$ cat src/rtl/fft4_pkg.sv
// Shared constants and types for the 4-point FFT datapath.
package fft4_pkg;

    localparam int DATA_W   = 4;
    localparam int N_POINTS = 4;
    localparam int IDX_W    = 2;

    typedef logic [IDX_W-1:0] idx_t;

    localparam idx_t LAST_IDX = idx_t'(N_POINTS - 1);

endpackage

$ cat src/rtl/fft4_frame_bank.sv
// One N_POINTS x DATA_W sample bank; a closing write also zeroes every slot above idx.
module fft4_frame_bank
    import fft4_pkg::*;
#(
    parameter int DATA_W = fft4_pkg::DATA_W
) (
    input  logic                         clk,
    input  logic                         rst_n,
    input  logic                         we,
    input  logic                         fill,
    input  idx_t                         idx,
    input  logic [DATA_W-1:0]            din,
    output logic [N_POINTS*DATA_W-1:0]   q
);

    logic [DATA_W-1:0] mem [N_POINTS];

    always_ff @(posedge clk or negedge rst_n) begin
        if (!rst_n) begin
            for (int i = 0; i < N_POINTS; i++) begin
                mem[i] <= '0;
            end
        end else if (we) begin
            for (int i = 0; i < N_POINTS; i++) begin
                if (i == int'(idx)) begin
                    mem[i] <= din;
                end else if (fill && (i > int'(idx))) begin
                    mem[i] <= '0;
                end
            end
        end
    end

    for (genvar g = 0; g < N_POINTS; g++) begin : g_out
        assign q[g*DATA_W +: DATA_W] = mem[g];
    end

endmodule

$ cat src/rtl/fft4_frame_loader.sv
// Serial-to-parallel frame loader with ping-pong banks feeding the 4-point FFT.
module fft4_frame_loader
    import fft4_pkg::*;
#(
    parameter int DATA_W = fft4_pkg::DATA_W
) (
    input  logic              clk,
    input  logic              rst_n,
    input  logic              s_valid,
    output logic              s_ready,
    input  logic [DATA_W-1:0] s_data,
    input  logic              s_last,
    output logic [DATA_W-1:0] x_0,
    output logic [DATA_W-1:0] x_1,
    output logic [DATA_W-1:0] x_2,
    output logic [DATA_W-1:0] x_3,
    output logic              frame_valid,
    input  logic              frame_ready,
    output logic              short_frame
);

    logic [1:0]                 full;
    logic [1:0]                 full_next;
    logic                       wr_bank;
    logic                       rd_bank;
    idx_t                       wr_idx;
    logic                       short_q;
    logic                       accept;
    logic                       close;
    logic                       consume;
    logic [N_POINTS*DATA_W-1:0] bank_q0;
    logic [N_POINTS*DATA_W-1:0] bank_q1;
    logic [N_POINTS*DATA_W-1:0] rd_q;

    assign s_ready     = !full[wr_bank];
    assign frame_valid = full[rd_bank];
    assign short_frame = short_q;

    assign accept  = s_valid && s_ready;
    assign close   = accept && ((wr_idx == LAST_IDX) || s_last);
    assign consume = frame_valid && frame_ready;

    fft4_frame_bank #(.DATA_W(DATA_W)) u_bank0 (
        .clk   (clk),
        .rst_n (rst_n),
        .we    (accept && !wr_bank),
        .fill  (close),
        .idx   (wr_idx),
        .din   (s_data),
        .q     (bank_q0)
    );

    fft4_frame_bank #(.DATA_W(DATA_W)) u_bank1 (
        .clk   (clk),
        .rst_n (rst_n),
        .we    (accept && wr_bank),
        .fill  (close),
        .idx   (wr_idx),
        .din   (s_data),
        .q     (bank_q1)
    );

    assign rd_q = rd_bank ? bank_q1 : bank_q0;
    assign x_0  = rd_q[0*DATA_W +: DATA_W];
    assign x_1  = rd_q[1*DATA_W +: DATA_W];
    assign x_2  = rd_q[2*DATA_W +: DATA_W];
    assign x_3  = rd_q[3*DATA_W +: DATA_W];

    // Close and consume can never target the same bank: close needs it empty, consume needs it full.
    always_comb begin
        full_next = full;
        if (close) begin
            full_next[wr_bank] = 1'b1;
        end
        if (consume) begin
            full_next[rd_bank] = 1'b0;
        end
    end

    always_ff @(posedge clk or negedge rst_n) begin
        if (!rst_n) begin
            full    <= '0;
            wr_bank <= 1'b0;
            rd_bank <= 1'b0;
            wr_idx  <= '0;
            short_q <= 1'b0;
        end else begin
            full    <= full_next;
            short_q <= close && (wr_idx != LAST_IDX);
            if (accept) begin
                if (close) begin
                    wr_idx  <= '0;
                    wr_bank <= !wr_bank;
                end else begin
                    wr_idx <= wr_idx + 1'b1;
                end
            end
            if (consume) begin
                rd_bank <= !rd_bank;
            end
        end
    end

endmodule

$ cat config.mk
export PLATFORM = sky130hd
export DESIGN_NAME = fft4_frame_loader
export DESIGN_NICKNAME = d
export VERILOG_FILES = /design/src/rtl/fft4_pkg.sv /design/src/rtl/fft4_frame_bank.sv /design/src/rtl/fft4_frame_loader.sv
export SDC_FILE = /design/constraint.sdc
export NUM_CORES = 1
export LEC_CHECK = 0
export CORE_UTILIZATION = 49
export CTS_CLUSTER_SIZE = 8
export DETAILED_ROUTE_END_ITERATION = 8
export GPL_ROUTABILITY_DRIVEN = 0
export PLACE_DENSITY = 0.76
export SKIP_LAST_GASP = 1
export SLEW_MARGIN = 20
export SYNTH_ARGS = -nofsm -noshare
export SYNTH_HDL_FRONTEND = slang
export SYNTH_SLANG_ARGS = --single-unit
$ cat constraint.sdc
create_clock -name clk -period 3.4 [get_ports clk]
set_clock_uncertainty 0.15 [all_clocks]
set_input_delay 0.34 -clock clk [delete_from_list [all_inputs] [get_ports clk]]
set_output_delay 0.34 -clock clk [all_outputs]
set_load 0.01 [all_outputs]
[Yosys cells after proc, flatten, opt, wreduce, memory -nomap -nowiden]
Index checks and enable logic that the tools add are counted.
Word-level totals
  logic and storage cells: 75
  input bits: 9
  register bits: 39
Operators by class
  mux-type cells: 18
  equality and inequality tests: 5
  add/sub/neg operators: 1
  reduce and logical (&&, ||, !) cells: 28
  magnitude comparators: 7
  bitwise logic cells: 3
Operator list (count)
  $mux 4: 6
  $reduce_and 2->1: 9
  $mux 16: 1
  $logic_and 1x1->1: 11
  $mux 1: 6
  $mux 2: 3
  $reduce_bool 2->1: 3
  $eq 2x2->1 const A: 2
  $gt 2x2->1 const A: 2
  $lt 1x2->1 const B: 2
  $logic_not 1->1: 3
  $add 2x1->2 const B: 1
  $and 2x2->2: 1
  $demux 1 s1: 2
  $eq 1x2->1 const A: 1
  $eq 2x2->1 const B: 1
  $ge 1x1->1 const B: 2
  $gt 1x2->1 const A: 1
  $logic_not 2->1: 1
  $ne 2x2->1 const B: 1
  $not 2->2: 1
  $or 2x2->2: 1
  $logic_or 1x1->1: 1

[Depth between registers and ports, before layout]
  depth in word-level cells: 8
  mapped depth: 6
  mapped depth without buffers: 6

[Hierarchy]
A second synthesis with hierarchy kept.
Second synthesis, totals
  cells, all modules: 148
  area total of the unflattened synthesis: 1871.8 um^2
By module, submodules not included
  fft4_frame_bank: seq. area each 400.4 um^2, times used 2, cells each 48, area an instance 668.1 um^2
  fft4_frame_loader: seq. area each 175.2 um^2, times used 1, cells each 52, area an instance 535.5 um^2

[Least setup slack after synthesis]
OpenSTA, ideal clock, no wires.
  path type: register to register
  start point: reg wr_idx[1]
  end point: reg u_bank0.mem, in the netlist u_bank0.q[10]
  arrival time: 1563 ps
  cell stages (with the launch flop): 6
  slack: 1566 ps
  buffers on the path: 0
  setup time: 121 ps
  cell sequence: dfrtp_1 > ha_1 > o21ai_0 > o31ai_4 > and3_2 > a22o_2
Between the ends
  longest elaborated chain between the ends: 6
  elaborated cells on any way between the ends: 9
Ends and longest elaborated chain
  start, declared: RTL line fft4_frame_loader.sv:26  | idx_t wr_idx;
  start signal, assigned: RTL line fft4_frame_loader.sv:95  | wr_idx <= wr_idx + 1'b1;
  $eq 2x2->1: RTL line fft4_frame_loader.sv:40  | assign close = accept && ((wr_idx == LAST_IDX) || s_last);
  $logic_or 1x1->1: RTL line fft4_frame_loader.sv:40
  $logic_and 1x1->1: RTL line fft4_frame_loader.sv:40
  $logic_and 1x1->1: RTL line fft4_frame_bank.sv:27  | end else if (fill && (i > int'(idx))) begin
  $reduce_bool 2->1 (no source line)
  $reduce_and 2->1 (no source line)
  end signal, assigned by index: RTL line fft4_frame_bank.sv:26  | mem[i] <= din;
  end, declared: RTL line fft4_frame_bank.sv:16  | logic [DATA_W-1:0] mem [N_POINTS];
Several ways; a longest one is shown, not always the timed one.
A chain may end at the register's enable or synchronous reset.

[Worst setup path in the final report]
  start point: reg rd_bank
  end point: out x_1[3]
Between the ends
  longest elaborated chain between the ends: 1
Ends and longest elaborated chain
  start, declared: RTL line fft4_frame_loader.sv:25  | logic rd_bank;
  start signal, assigned: RTL line fft4_frame_loader.sv:99  | rd_bank <= !rd_bank;
  $mux 16: RTL line fft4_frame_loader.sv:63  | assign rd_q = rd_bank ? bank_q1 : bank_q0;
  end, declared: RTL line fft4_frame_loader.sv:14  | output logic [DATA_W-1:0] x_1,
No other way between the ends.

==> impl_metrics.env <==
export IMPL_ys_types=24
export IMPL_critical_path_required_ns=2.91
export IMPL_numCtsBuffers=5
export IMPL_drtPass1Iterations=4
export IMPL_placedCellCount=209
export IMPL_avgSynthCellArea_um2=12.7
export IMPL_worst_path_stages=2
export IMPL_vias=1237
export IMPL_dr_wl_met3_um=171
export IMPL_end_kind="output pin"
export IMPL_cts_root_buf="clkbuf_8"
export IMPL_maxSlewViolCount=0
export IMPL_max_stage_delay_ns=0.87
export IMPL_coreArea_um2=3440
export IMPL_num_antenna_cells=0
export IMPL_rows=21
export IMPL_postCtsSetupBuffers=0
export IMPL_cts_buffer_depth=2
export IMPL_final_cell_mix="dfrtp_1, clkdlybuf4s50_1, mux2_2, a32o_1, nand2_1"
export IMPL_yosys_area_top_type_share_pct=53.4
export IMPL_endpoint="x_1[3]"
export IMPL_drc=0
export IMPL_path_max_fanout=21
export IMPL_top_layer="met4"
export IMPL_ir_drop_mv=0.438
export IMPL_grtUsageTotal_pct=21.7
export IMPL_final_antenna_net_count=0
export IMPL_synth_seq_cells=39
export IMPL_hold_path_class="in -> async"
export IMPL_synth_top_cell_by_area="dfrtp_1"
export IMPL_power_density_nw_per_um2=947
export IMPL_tns_ns=0
export IMPL_wl_met2_um=1880
export IMPL_worstMarginPinSlew_ns=0.810
export IMPL_critPathSlowestCell="dfrtp_1"
export IMPL_cts_clk_slew_worst_paths_ns=0.07
export IMPL_grt_pass1_wl_um=6470
export IMPL_finalSetupViolations=0
export IMPL_dr_first_iter_drc_count=106
export IMPL_final_common_cell="dfrtp_1"
export IMPL_ys_top_cells_by_area="dfrtp_1, mux2_2, a32o_1, a22o_2, ha_1"
export IMPL_area_growth_syn_to_layout_pct=22.7
export IMPL_hold_viol=0
export IMPL_hpwl_um=2500
export IMPL_cts_hold_buffers=0
export IMPL_power_mw=2.12
export IMPL_fin_cells=217
export IMPL_ys_warn_count=0
export IMPL_grt_ovfl_total=0
export IMPL_drive_gt1_share_pct=28.1
export IMPL_portBuffers=27
export IMPL_fin_crit_sh_pct=74.9
export IMPL_crit_arrival_ns=2.06
export IMPL_finalWirelength_um=3660
export IMPL_critPathKind="reg -> out"
export IMPL_antenna_found_initial=0
export IMPL_maxCapViolations=0
export IMPL_rr_worst_depth=5
export IMPL_syn_nets=158
export IMPL_r2r_start="wr_idx[1]"
export IMPL_fmax_mhz=393
export IMPL_fin_crit_ns=2.55
export IMPL_io_pins=28
export IMPL_cts_htree_levels=2
export IMPL_r2r_end="u_bank1.q[7]"
export IMPL_leakage_nw=1.00
export IMPL_path_delay_family="flip-flops"
export IMPL_path_cells="mux2_2, clkdlybuf4s50_1"
export IMPL_status="finished, final reports clean"
export IMPL_rrSetupSlack_ns=1.06
export IMPL_viasPerCell=5.70
export IMPL_startpoint_type="register"
export IMPL_grt_pass1_vias=1329
export IMPL_fill_cells=264
export IMPL_die_w_um=63.1
export IMPL_cts_tree="built"
export IMPL_cts_sinks=39
export IMPL_grt_setup_unrepaired="false"
export IMPL_ctsResizeCount=0
export IMPL_syn_area_um2=1830
export IMPL_relSlewSlack_pct=46.0
export IMPL_crit_start="rd_bank"
export IMPL_die_area_um2=3980
export IMPL_ys_seq_area_share_pct=53.4
export IMPL_cp_buffers_inverters=1
export IMPL_synth_cells=144
export IMPL_start_util_pct=53.1
export IMPL_wl_met1_um=1560
export IMPL_die_h_um=63.1
export IMPL_wl_per_cell_um=16.9
export IMPL_grt_max_degree=40
export IMPL_clock_latency_ns=0.29
export IMPL_nNetsFinal=184
## cell usage after synthesis
master    count
ha_1          5
nor3_1        3
nand4b_1      1
o21ai_1       1
a22o_2        8
buf_1         4
and3_2        2
a21oi_1       1
nand4_1       1
inv_1         5
nor2_1        1
and3b_2       1
nor3b_1       1
a32o_1       16
nand2b_1      1
o21ai_0       6
mux2_2       25
clkbuf_1      4
dfrtp_1      39
buf_2         2
nand2_1      14
a31oi_1       1
mux2_4        1
o31ai_4       1
## where the power goes
part	internal, mW	switching [mW]
clock	0.218	0.160
combinational	0.551	0.364
sequential	0.661	0.168
## how the worst min path moves through the flow
stage	end	depth (start not counted)
floorplan	full[0]	0
global placement	u_bank1.q[7]	1
detailed placement	u_bank1.q[5]	1
CTS	u_bank1.q[13]	2
global route	u_bank1.q[13]	1
finish	u_bank1.q[7]	2
## kinds of logic after synthesis
logic type / after synthesis / share of synthesized area (%)
flip-flops: 39 / 53.4
AO/OA/AOI/OAI: 34 / 16.8
multiplexers: 26 / 16.2
AND/OR/NAND/NOR: 25 / 6.85
buffers and inverters: 15 / 3.22
adder cells (fa/ha/maj): 5 / 3.42
## layout make-up
class                           instances  area, um^2  share of cell area (%)
Timing Repair Buffer                   29         285                    12.7
Tap cell                               46        57.6                    2.57
Clock buffer                            5        68.8                    3.07
Sequential cell                        39         976                    43.5
Clock inverter                          3        43.8                    1.95
Inverter                                5        18.8                   0.837
Multi-Input combinational cell         90         792                    35.3
## state kept, by name, summed over array words and instances (netlist names)
register / count
full: 2
u_bank1.q: 16
short_frame: 1
wr_bank: 1
rd_bank: 1
wr_idx: 2
u_bank0.q: 16
## through the flow
stage | setup slack [ns] | hold WS, ns | cell area [um^2] | utilization [%]
6_report | 0.854 | 0.330 | 2240 | 65.1
5_1_grt | 0.753 | 0.362 | 2240 | 65.1
4_1_cts | 0.832 | 0.345 | 2240 | 65.1
3_5_place_dp | 1.07 | 0.330 | 2130 | 61.9
3_3_place_gp | 1.16 | 0.319 | 2130 | 61.9
2_1_floorplan | 1.57 | -0.106 | 1830 | -
## routing by layer
layer | vias to the layer above | GRT usage [%]
met5 | - | 0
met4 | 0 | 6.98
met2 | 34 | 34.9
met3 | 5 | 5.98
met1 | 610 | 28.2
li1 | 588 | -
Note: power is estimated with default switching activity, not from simulation.
